File: config.mk
export PLATFORM = sky130hd
export DESIGN_NAME = arp_resolver
export DESIGN_NICKNAME = d
export VERILOG_FILES = /design/src/rtl/arp_resolver.sv
export SDC_FILE = /design/constraint.sdc
export NUM_CORES = 1
export LEC_CHECK = 0
export BUFFER_PORTS_ARGS = -buffer_cell sky130_fd_sc_hd__buf_2
export CAP_MARGIN = 20
export CORE_MARGIN = 2
export CORE_UTILIZATION = 60
export CTS_CLUSTER_DIAMETER = 40
export DETAILED_ROUTE_END_ITERATION = 10
export PLACE_DENSITY_LB_ADDON = 0.3
export SLEW_MARGIN = 20
export SYNTH_ARGS = -nofsm -noshare
export SYNTH_HDL_FRONTEND = slang
export SYNTH_SLANG_ARGS = --single-unit
File: constraint.sdc
create_clock -name clk -period 3.68 [get_ports clk]
set_clock_uncertainty 0.1 [all_clocks]
set_input_delay 0.92 -clock clk [delete_from_list [all_inputs] [get_ports clk]]
set_output_delay 0.92 -clock clk [all_outputs]
set_load 0.01 [all_outputs]
File: src/rtl/arp_resolver.sv
// ARP resolution engine: an IP->MAC cache with per-entry ageing, plus a lookup FSM that
// drives the ARP sender on a miss and retries a bounded number of times.
module arp_resolver #(
    parameter int unsigned CACHE_DEPTH = 4,
    parameter int unsigned REQ_TIMEOUT = 125000000,
    parameter int unsigned MAX_RETRIES = 3,
    parameter int unsigned ENTRY_TTL   = 1000000000
) (
    input  logic        clk,
    input  logic        rst_n,
    input  logic        i_lookup_req,
    input  logic [31:0] i_lookup_ip,
    output logic        o_busy,
    output logic        o_lookup_done,
    output logic        o_lookup_hit,
    output logic [47:0] o_lookup_mac,
    input  logic        i_resp_vld,
    input  logic [31:0] i_resp_ip,
    input  logic [47:0] i_resp_mac,
    output logic        o_arp_enable,
    output logic [31:0] o_arp_tpa,
    input  logic        i_arp_ready
);

    localparam int unsigned IW = $clog2(CACHE_DEPTH);
    localparam int unsigned AW = (ENTRY_TTL > 1) ? $clog2(ENTRY_TTL) : 1;
    localparam int unsigned TW = (REQ_TIMEOUT > 1) ? $clog2(REQ_TIMEOUT) : 1;
    localparam int unsigned RW = $clog2(MAX_RETRIES + 1);

    typedef enum logic [2:0] {
        StIdle, StSearch, StStartReq, StSend, StWait, StDone
    } state_e;

    // Cache storage
    logic [CACHE_DEPTH-1:0] valid_q, valid_d;
    logic [31:0]            ip_q  [CACHE_DEPTH];
    logic [31:0]            ip_d  [CACHE_DEPTH];
    logic [47:0]            mac_q [CACHE_DEPTH];
    logic [47:0]            mac_d [CACHE_DEPTH];
    logic [AW-1:0]          age_q [CACHE_DEPTH];
    logic [AW-1:0]          age_d [CACHE_DEPTH];
    logic [IW-1:0]          rr_q, rr_d;

    // FSM state and registered outputs
    state_e        state_q, state_d;
    logic [31:0]   lookup_ip_q, lookup_ip_d;
    logic [RW-1:0] retry_q, retry_d;
    logic [RW-1:0] retry_inc;
    logic [TW-1:0] timer_q, timer_d;
    logic          busy_q, busy_d;
    logic          done_q, done_d;
    logic          hit_q, hit_d;
    logic [47:0]   res_mac_q, res_mac_d;
    logic          enable_q, enable_d;
    logic [31:0]   tpa_q, tpa_d;

    // Parallel compare results
    logic          learn;
    logic          lk_hit;
    logic [47:0]   lk_mac;
    logic          rs_hit;
    logic [IW-1:0] rs_idx;
    logic          free_hit;
    logic [IW-1:0] free_idx;
    logic [IW-1:0] wr_idx;

    assign learn = i_resp_vld && (i_resp_ip != 32'd0);

    always_comb begin
        lk_hit   = 1'b0;
        lk_mac   = '0;
        rs_hit   = 1'b0;
        rs_idx   = '0;
        free_hit = 1'b0;
        free_idx = '0;
        for (int unsigned i = 0; i < CACHE_DEPTH; i++) begin
            if (valid_q[i] && ip_q[i] == lookup_ip_q && !lk_hit) begin
                lk_hit = 1'b1;
                lk_mac = mac_q[i];
            end
            if (valid_q[i] && ip_q[i] == i_resp_ip && !rs_hit) begin
                rs_hit = 1'b1;
                rs_idx = IW'(i);
            end
            if (!valid_q[i] && !free_hit) begin
                free_hit = 1'b1;
                free_idx = IW'(i);
            end
        end
    end

    // Ageing first, then the learn write so a refresh on the expiry cycle keeps the entry.
    always_comb begin
        valid_d = valid_q;
        ip_d    = ip_q;
        mac_d   = mac_q;
        age_d   = age_q;
        rr_d    = rr_q;
        wr_idx  = rr_q;
        for (int unsigned i = 0; i < CACHE_DEPTH; i++) begin
            if (valid_q[i]) begin
                if (age_q[i] == AW'(ENTRY_TTL - 1)) begin
                    valid_d[i] = 1'b0;
                    age_d[i]   = '0;
                end else begin
                    age_d[i] = age_q[i] + AW'(1);
                end
            end
        end
        if (learn) begin
            if (rs_hit) begin
                wr_idx = rs_idx;
            end else if (free_hit) begin
                wr_idx = free_idx;
            end else begin
                wr_idx = rr_q;
                rr_d   = (rr_q == IW'(CACHE_DEPTH - 1)) ? '0 : rr_q + IW'(1);
            end
            valid_d[wr_idx] = 1'b1;
            ip_d[wr_idx]    = i_resp_ip;
            mac_d[wr_idx]   = i_resp_mac;
            age_d[wr_idx]   = '0;
        end
    end

    always_comb begin
        state_d     = state_q;
        lookup_ip_d = lookup_ip_q;
        retry_d     = retry_q;
        retry_inc   = retry_q + RW'(1);
        timer_d     = timer_q;
        hit_d       = hit_q;
        res_mac_d   = res_mac_q;
        tpa_d       = tpa_q;
        unique case (state_q)
            StIdle: begin
                if (i_lookup_req) begin
                    lookup_ip_d = i_lookup_ip;
                    state_d     = StSearch;
                end
            end
            StSearch: begin
                if (lk_hit) begin
                    hit_d     = 1'b1;
                    res_mac_d = lk_mac;
                    state_d   = StDone;
                end else begin
                    retry_d = '0;
                    tpa_d   = lookup_ip_q;
                    state_d = StStartReq;
                end
            end
            StStartReq: begin
                if (!i_arp_ready) state_d = StSend;
            end
            StSend: begin
                if (i_arp_ready) begin
                    timer_d = '0;
                    state_d = StWait;
                end
            end
            StWait: begin
                timer_d = timer_q + TW'(1);
                if (learn && i_resp_ip == lookup_ip_q) begin
                    hit_d     = 1'b1;
                    res_mac_d = i_resp_mac;
                    state_d   = StDone;
                end else if (lk_hit) begin
                    // Reply already learned while the request was still being sent
                    hit_d     = 1'b1;
                    res_mac_d = lk_mac;
                    state_d   = StDone;
                end else if (timer_q == TW'(REQ_TIMEOUT - 1)) begin
                    retry_d = retry_inc;
                    if (32'(retry_inc) < MAX_RETRIES) begin
                        state_d = StStartReq;
                    end else begin
                        hit_d     = 1'b0;
                        res_mac_d = '0;
                        state_d   = StDone;
                    end
                end
            end
            StDone: state_d = StIdle;
            default: state_d = StIdle;
        endcase
        busy_d   = (state_d != StIdle);
        done_d   = (state_d == StDone);
        enable_d = (state_d == StStartReq);
    end

    always_ff @(posedge clk or negedge rst_n) begin
        if (!rst_n) begin
            valid_q <= '0;
            rr_q    <= '0;
            for (int unsigned i = 0; i < CACHE_DEPTH; i++) begin
                ip_q[i]  <= '0;
                mac_q[i] <= '0;
                age_q[i] <= '0;
            end
        end else begin
            valid_q <= valid_d;
            rr_q    <= rr_d;
            ip_q    <= ip_d;
            mac_q   <= mac_d;
            age_q   <= age_d;
        end
    end

    always_ff @(posedge clk or negedge rst_n) begin
        if (!rst_n) begin
            state_q     <= StIdle;
            lookup_ip_q <= '0;
            retry_q     <= '0;
            timer_q     <= '0;
            busy_q      <= 1'b0;
            done_q      <= 1'b0;
            hit_q       <= 1'b0;
            res_mac_q   <= '0;
            enable_q    <= 1'b0;
            tpa_q       <= '0;
        end else begin
            state_q     <= state_d;
            lookup_ip_q <= lookup_ip_d;
            retry_q     <= retry_d;
            timer_q     <= timer_d;
            busy_q      <= busy_d;
            done_q      <= done_d;
            hit_q       <= hit_d;
            res_mac_q   <= res_mac_d;
            enable_q    <= enable_d;
            tpa_q       <= tpa_d;
        end
    end

    assign o_busy        = busy_q;
    assign o_lookup_done = done_q;
    assign o_lookup_hit  = hit_q;
    assign o_lookup_mac  = res_mac_q;
    assign o_arp_enable  = enable_q;
    assign o_arp_tpa     = tpa_q;

endmodule
==> Word level (Yosys, flattened, before mapping) <==
Cells that the tools add are included.
{ "classes": {"n_addsub": 7, "magnitude_cmp": 5, "eq_ne": 29, "muxes": 82, "bitwise": 7, "n_reduce_logical": 43} }
{ "ops": {"columns": ["op", "count"], "rows": [
  ["2-to-1 mux 48 bit", 10],
  ["== test 32 bit", 9],
  ["2-to-1 mux 30 bit", 9],
  ["bitwise mux 192 bit", 1],
  ["bitwise mux 128 bit", 1],
  ["adder 30 x 1 -> 30 bit, second input constant", 4],
  ["bitwise AND 120 bit", 1],
  ["== test 30 bit, second input constant", 4],
  ["2-to-1 mux 120 bit", 1],
  ["NOT 120 bit", 1],
  ["demux 48 bit (select 2 bit)", 1],
  ["one-hot mux 48 bit (2 select lines)", 1],
  ["demux 32 bit (select 2 bit)", 1],
  ["demux 30 bit (select 2 bit)", 1],
  ["one-hot mux 27 bit (2 select lines)", 1],
  ["2-to-1 mux 32 bit", 1],
  ["nonzero test 32 bit", 1],
  ["2-to-1 mux 1 bit", 28],
  ["adder 27 x 1 -> 27 bit, second input constant", 1],
  ["== test 27 bit, second input constant", 1],
  ["2-to-1 mux 27 bit", 1],
  ["2-to-1 mux 2 bit", 12],
  ["2-to-1 mux 3 bit", 8],
  ["logical AND 1 bit", 21],
  ["28 further kinds", 53]
]} }
{ "totals": {"reg_bits": 594, "in_bits": 117, "output_inout_bits": 84, "wordCells": 197} }

==> Longest topological paths before layout <==
{ "logic_depth": {"depth_word": 22, "depth_mapped": 13, "depth_no_buf": 9} }

==> Least setup slack after synthesis <==
No wires, ideal clock.
{ "synth_timing": {"kind": "input port to flip-flop", "startpoint": "input port i_resp_ip[23]", "endpoint": "register ip_q[0] (netlist bit)", "setup_ns": 0.125, "arrival_time_ns": 3.474, "t_required_ns": 3.455, "setup_slack_ns": -0.019, "path_stages": 11, "n_path_buf": 4, "cell_sequence": "clkbuf_1 xor2_1 nor4_2 nand2_1 or4_4 and3_4 or4_4 buf_6 buf_6 buf_6 mux2_4"} }
{ "synth_between": {"elab_chain_cells": 20, "word_cells_on_any_way": 32, "classes_between": "order compare (2); eq/ne (4); mux (12); bitwise (1); reduce/logical (13)"} }
{ "synth_rtl": {"columns": ["element", "line", "rtl"], "rows": [
  ["start: declaration", "18", "input logic [31:0] i_resp_ip,"],
  ["== test 32 bit", "81", "if (valid_q[i] && ip_q[i] == i_resp_ip && !rs_hit) begin"],
  ["logical AND 1 bit", "81", null],
  ["2-to-1 mux 1 bit", "81", null],
  ["zero test 1 bit", "81", null],
  ["logical AND 1 bit", "81", null],
  ["2-to-1 mux 1 bit", "81", null],
  ["zero test 1 bit", "81", null],
  ["logical AND 1 bit", "81", null],
  ["(+4 left out)", null, null],
  ["2-to-1 mux 2 bit", "111", "if (rs_hit) begin"],
  ["2-to-1 mux 2 bit", "110", "if (learn) begin"],
  ["NOT 2 -> 3 bit (not written as such)", "120", "ip_d[wr_idx] = i_resp_ip;"],
  ["greater-or-equal comparator 3 bit (not written as such) or less-than comparator 3 x 1 -> 1 bit (tied branches)", "120", null],
  ["logical AND 1 bit (not written as such)", "120", null],
  ["2-to-1 mux 32 bit (not written as such)", "120", null],
  ["demux 32 bit (select 2 bit)", "120", null],
  ["bitwise mux 128 bit", "120", null],
  ["end signal: assignment", "204", "ip_q <= ip_d;"],
  ["end: declaration", "36", "logic [31:0] ip_q [CACHE_DEPTH];"]
]} }
Parallel ways exist; a longest one is shown, timed or not. The select of a mux whose other input is x is not followed.
A chain may end at the register's enable or synchronous reset.

==> Worst setup path in the final report <==
{ "layout_timing": {"startpoint": "input port i_resp_ip[8]", "endpoint": "register enable_q, in the netlist o_arp_enable"} }
{ "layout_between": {"elab_chain_cells": 6, "word_cells_on_any_way": 7, "classes_between": "eq/ne (2); mux (2); reduce/logical (3)"} }
{ "layout_rtl": {"columns": ["element", "line", "rtl"], "rows": [
  ["nonzero test 32 bit", "67", "assign learn = i_resp_vld && (i_resp_ip != 32'd0);"],
  ["logical AND 1 bit", "67", null],
  ["logical AND 1 bit (*)", "164", "if (learn && i_resp_ip == lookup_ip_q) begin"],
  ["2-to-1 mux 3 bit (*)", "164", null],
  ["one-hot mux 3 bit (5 select lines) (*)", "135", "unique case (state_q)"],
  ["== test 3 x 2 -> 1 bit (*)", "189", "enable_d = (state_d == StStartReq);"],
  ["net enable_d", "54", "logic enable_q, enable_d;"],
  ["end signal: assignment", "231", "enable_q <= enable_d;"],
  ["end: declaration", "54", null]
]} }
The timed path passes the listed nets; every way through them passes the cells marked *.

==> metrics.txt <==
status=finished, final reports clean; Power Dens Cells=813 mW/mm^2; Clock Latency Late Sink=0.65 ns; CP Launch Type=primary input; multi-input logic area=0.0146 sq mm; critical path, cell by cell=buf_2 -> buf_4 -> buf_4 -> nor4_1 -> buf_4 -> nand4_1 -> o21ai_0 -> buf_4 -> or3_1 -> a32oi_2 -> buf_4 -> and2_4 -> clkbuf_16 -> buf_4 -> nor4_1 -> buf_4; 1st-iter DRT viols=2082; Starting Density=60.8%; cts bufs inserted=90; Peak Freq=0.278 GHz; WP data required=4.16 ns; Crit. Startpoint=i_resp_ip[8]; prevailing post-synth register cell=dfrtp_1; Ys Warns=0; CP endpoint kind=flip-flop; largest net degree at the start of global routing=76; I/O Buffers=200; first-pass GRT wire length=146000 um; Final setup viols=0; drt total wl=95000 um; area of the core=0.0502 sq mm; vias in the first global route=24300; Synth Net Count=2863; gr usage total=36.2%; Hold WS=0.188 ns; mapped cell area=0.0305 sq mm; Post-synth ARST share=100%; max capacitance violation total=0; final std cells w/o fill=3885; slew margin rel.=37.6%; dpl cells=3707; Peak VDD IR=0.576 mV; Largest stage delay, worst path=0.47 ns; crit path DAT=4.08 ns; Bufs on Longest Clock Path=3; post-route core utilization=74.5%; average wire per standard cell=24.5 um; final net count=3256; post-synthesis sequential area ratio=48.8%; max-slew violations=0; combined buffer and inverter count along the critical path=9; die width=229 um; share of cells above drive strength 1=33.4%; Layout fillers=3339; Mean Syn Cell Area=11.1 sq um; die footprint=0.0526 sq mm; Worst-Margin Slew=0.933 ns; r2r endpoint=o_arp_enable; Rows=82; crit path kind=in -> reg; reg2reg setup slack=0.10 ns; CP delay by family, top=buffers and inverters; Area Growth Syn to Fin=22.6%; GP Congestion=1.04; Worst-path clk slew=0.06 ns; Synth cell types=66; Post-synth EDFFs=0; routed vias=23800; cell count of the worst reg-to-reg path=13; die height=229 um; leakage=17.0 nW; RSZ-0062 raised after global routing=false; Vias/cell=6.13; TritonCTS clock tree=done; Root Driver=clkbuf_16; Mapped Cells=2739; post-route ant nets=0; post-synth top area cell=dfrtp_1; share of Yosys cell area claimed by the top area cell type=48.8%; slowest CP cell=nor4_1; sequential cell area=0.0149 sq mm; Pre-antenna DRT Iters=6; Stages on worst setup path=16; end of the critical path=o_arp_enable; io pins=201; grt ovf=0; H-tree depth=3; final worst-path cycle share=97.7%; crit-path most repeated cell=buf_4; Clock Sinks=594; top cells by area, synth=dfrtp_1 49%, mux2_2 9.7%, xor2_1 7.8%; Final min period=3.60 ns; Final Hold Viols=0; initial antenna violation count=13; DP HPWL=66600 um; worst-path maximum fanout=8; Remaining DRCs=0; type of the worst min-delay path=in -> async; RR Startpoint=lookup_ip_q[28]; number of synthesized register bits=594
==> where the power goes <==
part           switching [mW]  internal [mW]  leakage [nW]
clock network            3.44           5.39          1.50
logic                    5.11           5.11          8.21
registers                2.38           8.95          7.33
total                    10.9           19.5          17.0
==> sequential cells by signal, indices dropped and copies added (netlist names), 3 cells and up <==
register / count
state_q: 3
timer_q: 27
valid_q: 4
mac_q: 192
age_q: 120
o_arp_tpa: 32
lookup_ip_q: 32
o_lookup_mac: 48
ip_q: 128
==> layer usage <==
layer	share of wire, %	vias to the layer above	wire length [um]	GRT usage (%)
met1	42	12200	40300	51.2
li1	-	10400	-	-
met2	47	1011	44200	56.3
met3	7.6	224	7260	7.06
met4	3.3	14	3180	12.3
met5	0.10	-	96	0
==> placed cells by master, fill, tap and decap left out, types with 23 or more instances in the layout <==
master,count
dfrtp_1,589
a21oi_1,107
clkbuf_16,92
nand3_1,130
inv_1,23
nand2_1,215
mux2_4,110
buf_2,199
and3_1,36
nor2_1,210
nor3_1,32
a211oi_1,30
mux2_2,263
o2bb2ai_1,41
xnor2_1,107
buf_12,48
xor2_1,269
nand4_1,72
buf_4,236
o21ai_0,42
nor4_1,70
==> cell type report <==
cell class	count	area share [%]
diodes	6	0.0402
clock buffers	102	6.36
clock inverters	65	2.08
inverters	23	0.231
multi-input cells	1937	39.1
flip-flops and latches	594	39.8
well taps	672	2.25
repair buffers	486	10.1
==> per-stage QoR <==
stage	cell area [sq um]	power, mW	TNS [ns]	setup WS, ns
5_1_grt	37400	31.6	0	0.00344
2_1_floorplan	30500	17.0	0	0.00908
3_5_place_dp	34000	21.1	-201.02	-0.527
3_3_place_gp	34000	20.7	-183.30	-0.479
4_1_cts	37200	30.1	0	0.00163
6_report	37400	30.4	0	0.0832
==> repair_timing <==
item / in CTS / in global routing
hold buffers: 0 / 0
buffers inserted: 2 / 2
endpoints found under the hold margin: 0 / 0
pin swaps: 2 / 3
cloned: 0 / 1
endpoints found under the setup margin: 28 / 61
gates resized for setup: 5 / 20
==> logic make-up (layout without fill, tap and decap cells) <==
kind of cell,count (synthesis),in the layout,share of synthesized area [%]
mux,391,391,15.8
compound gates,307,307,6.64
fa+ha+maj,7,7,0.287
xor+xnor,380,380,10.9
simple gates,852,852,13.8
flops,594,594,48.8
buf+inv,208,676,3.83
other cells,0,6,0
==> cell usage after synthesis, drive strengths merged (47+ instances only) <==
| master | count |
|---|---|
| dfrtp | 594 |
| mux2 | 382 |
| xor2 | 271 |
| nand2 | 217 |
| nor2 | 211 |
| nand3 | 131 |
| buf | 121 |
| xnor2 | 109 |
| a21oi | 108 |
| nor4 | 83 |
| nand4 | 72 |
| clkbuf | 64 |
| o21ai | 47 |
==> worst min-delay path by stage <==
stage | from | end | slack [ns]
floorplan | timer_q[25] | timer_q[25] | 0.34
global placement | timer_q[25] | timer_q[25] | 0.35
detailed placement | o_arp_tpa[5] | o_arp_tpa[5] | 0.36
CTS | rst_n | lookup_ip_q[9] | 0.21
global route | rst_n | lookup_ip_q[10] | 0.22
finish | rst_n | lookup_ip_q[10] | 0.19
Power figures use the tool's default switching activity.
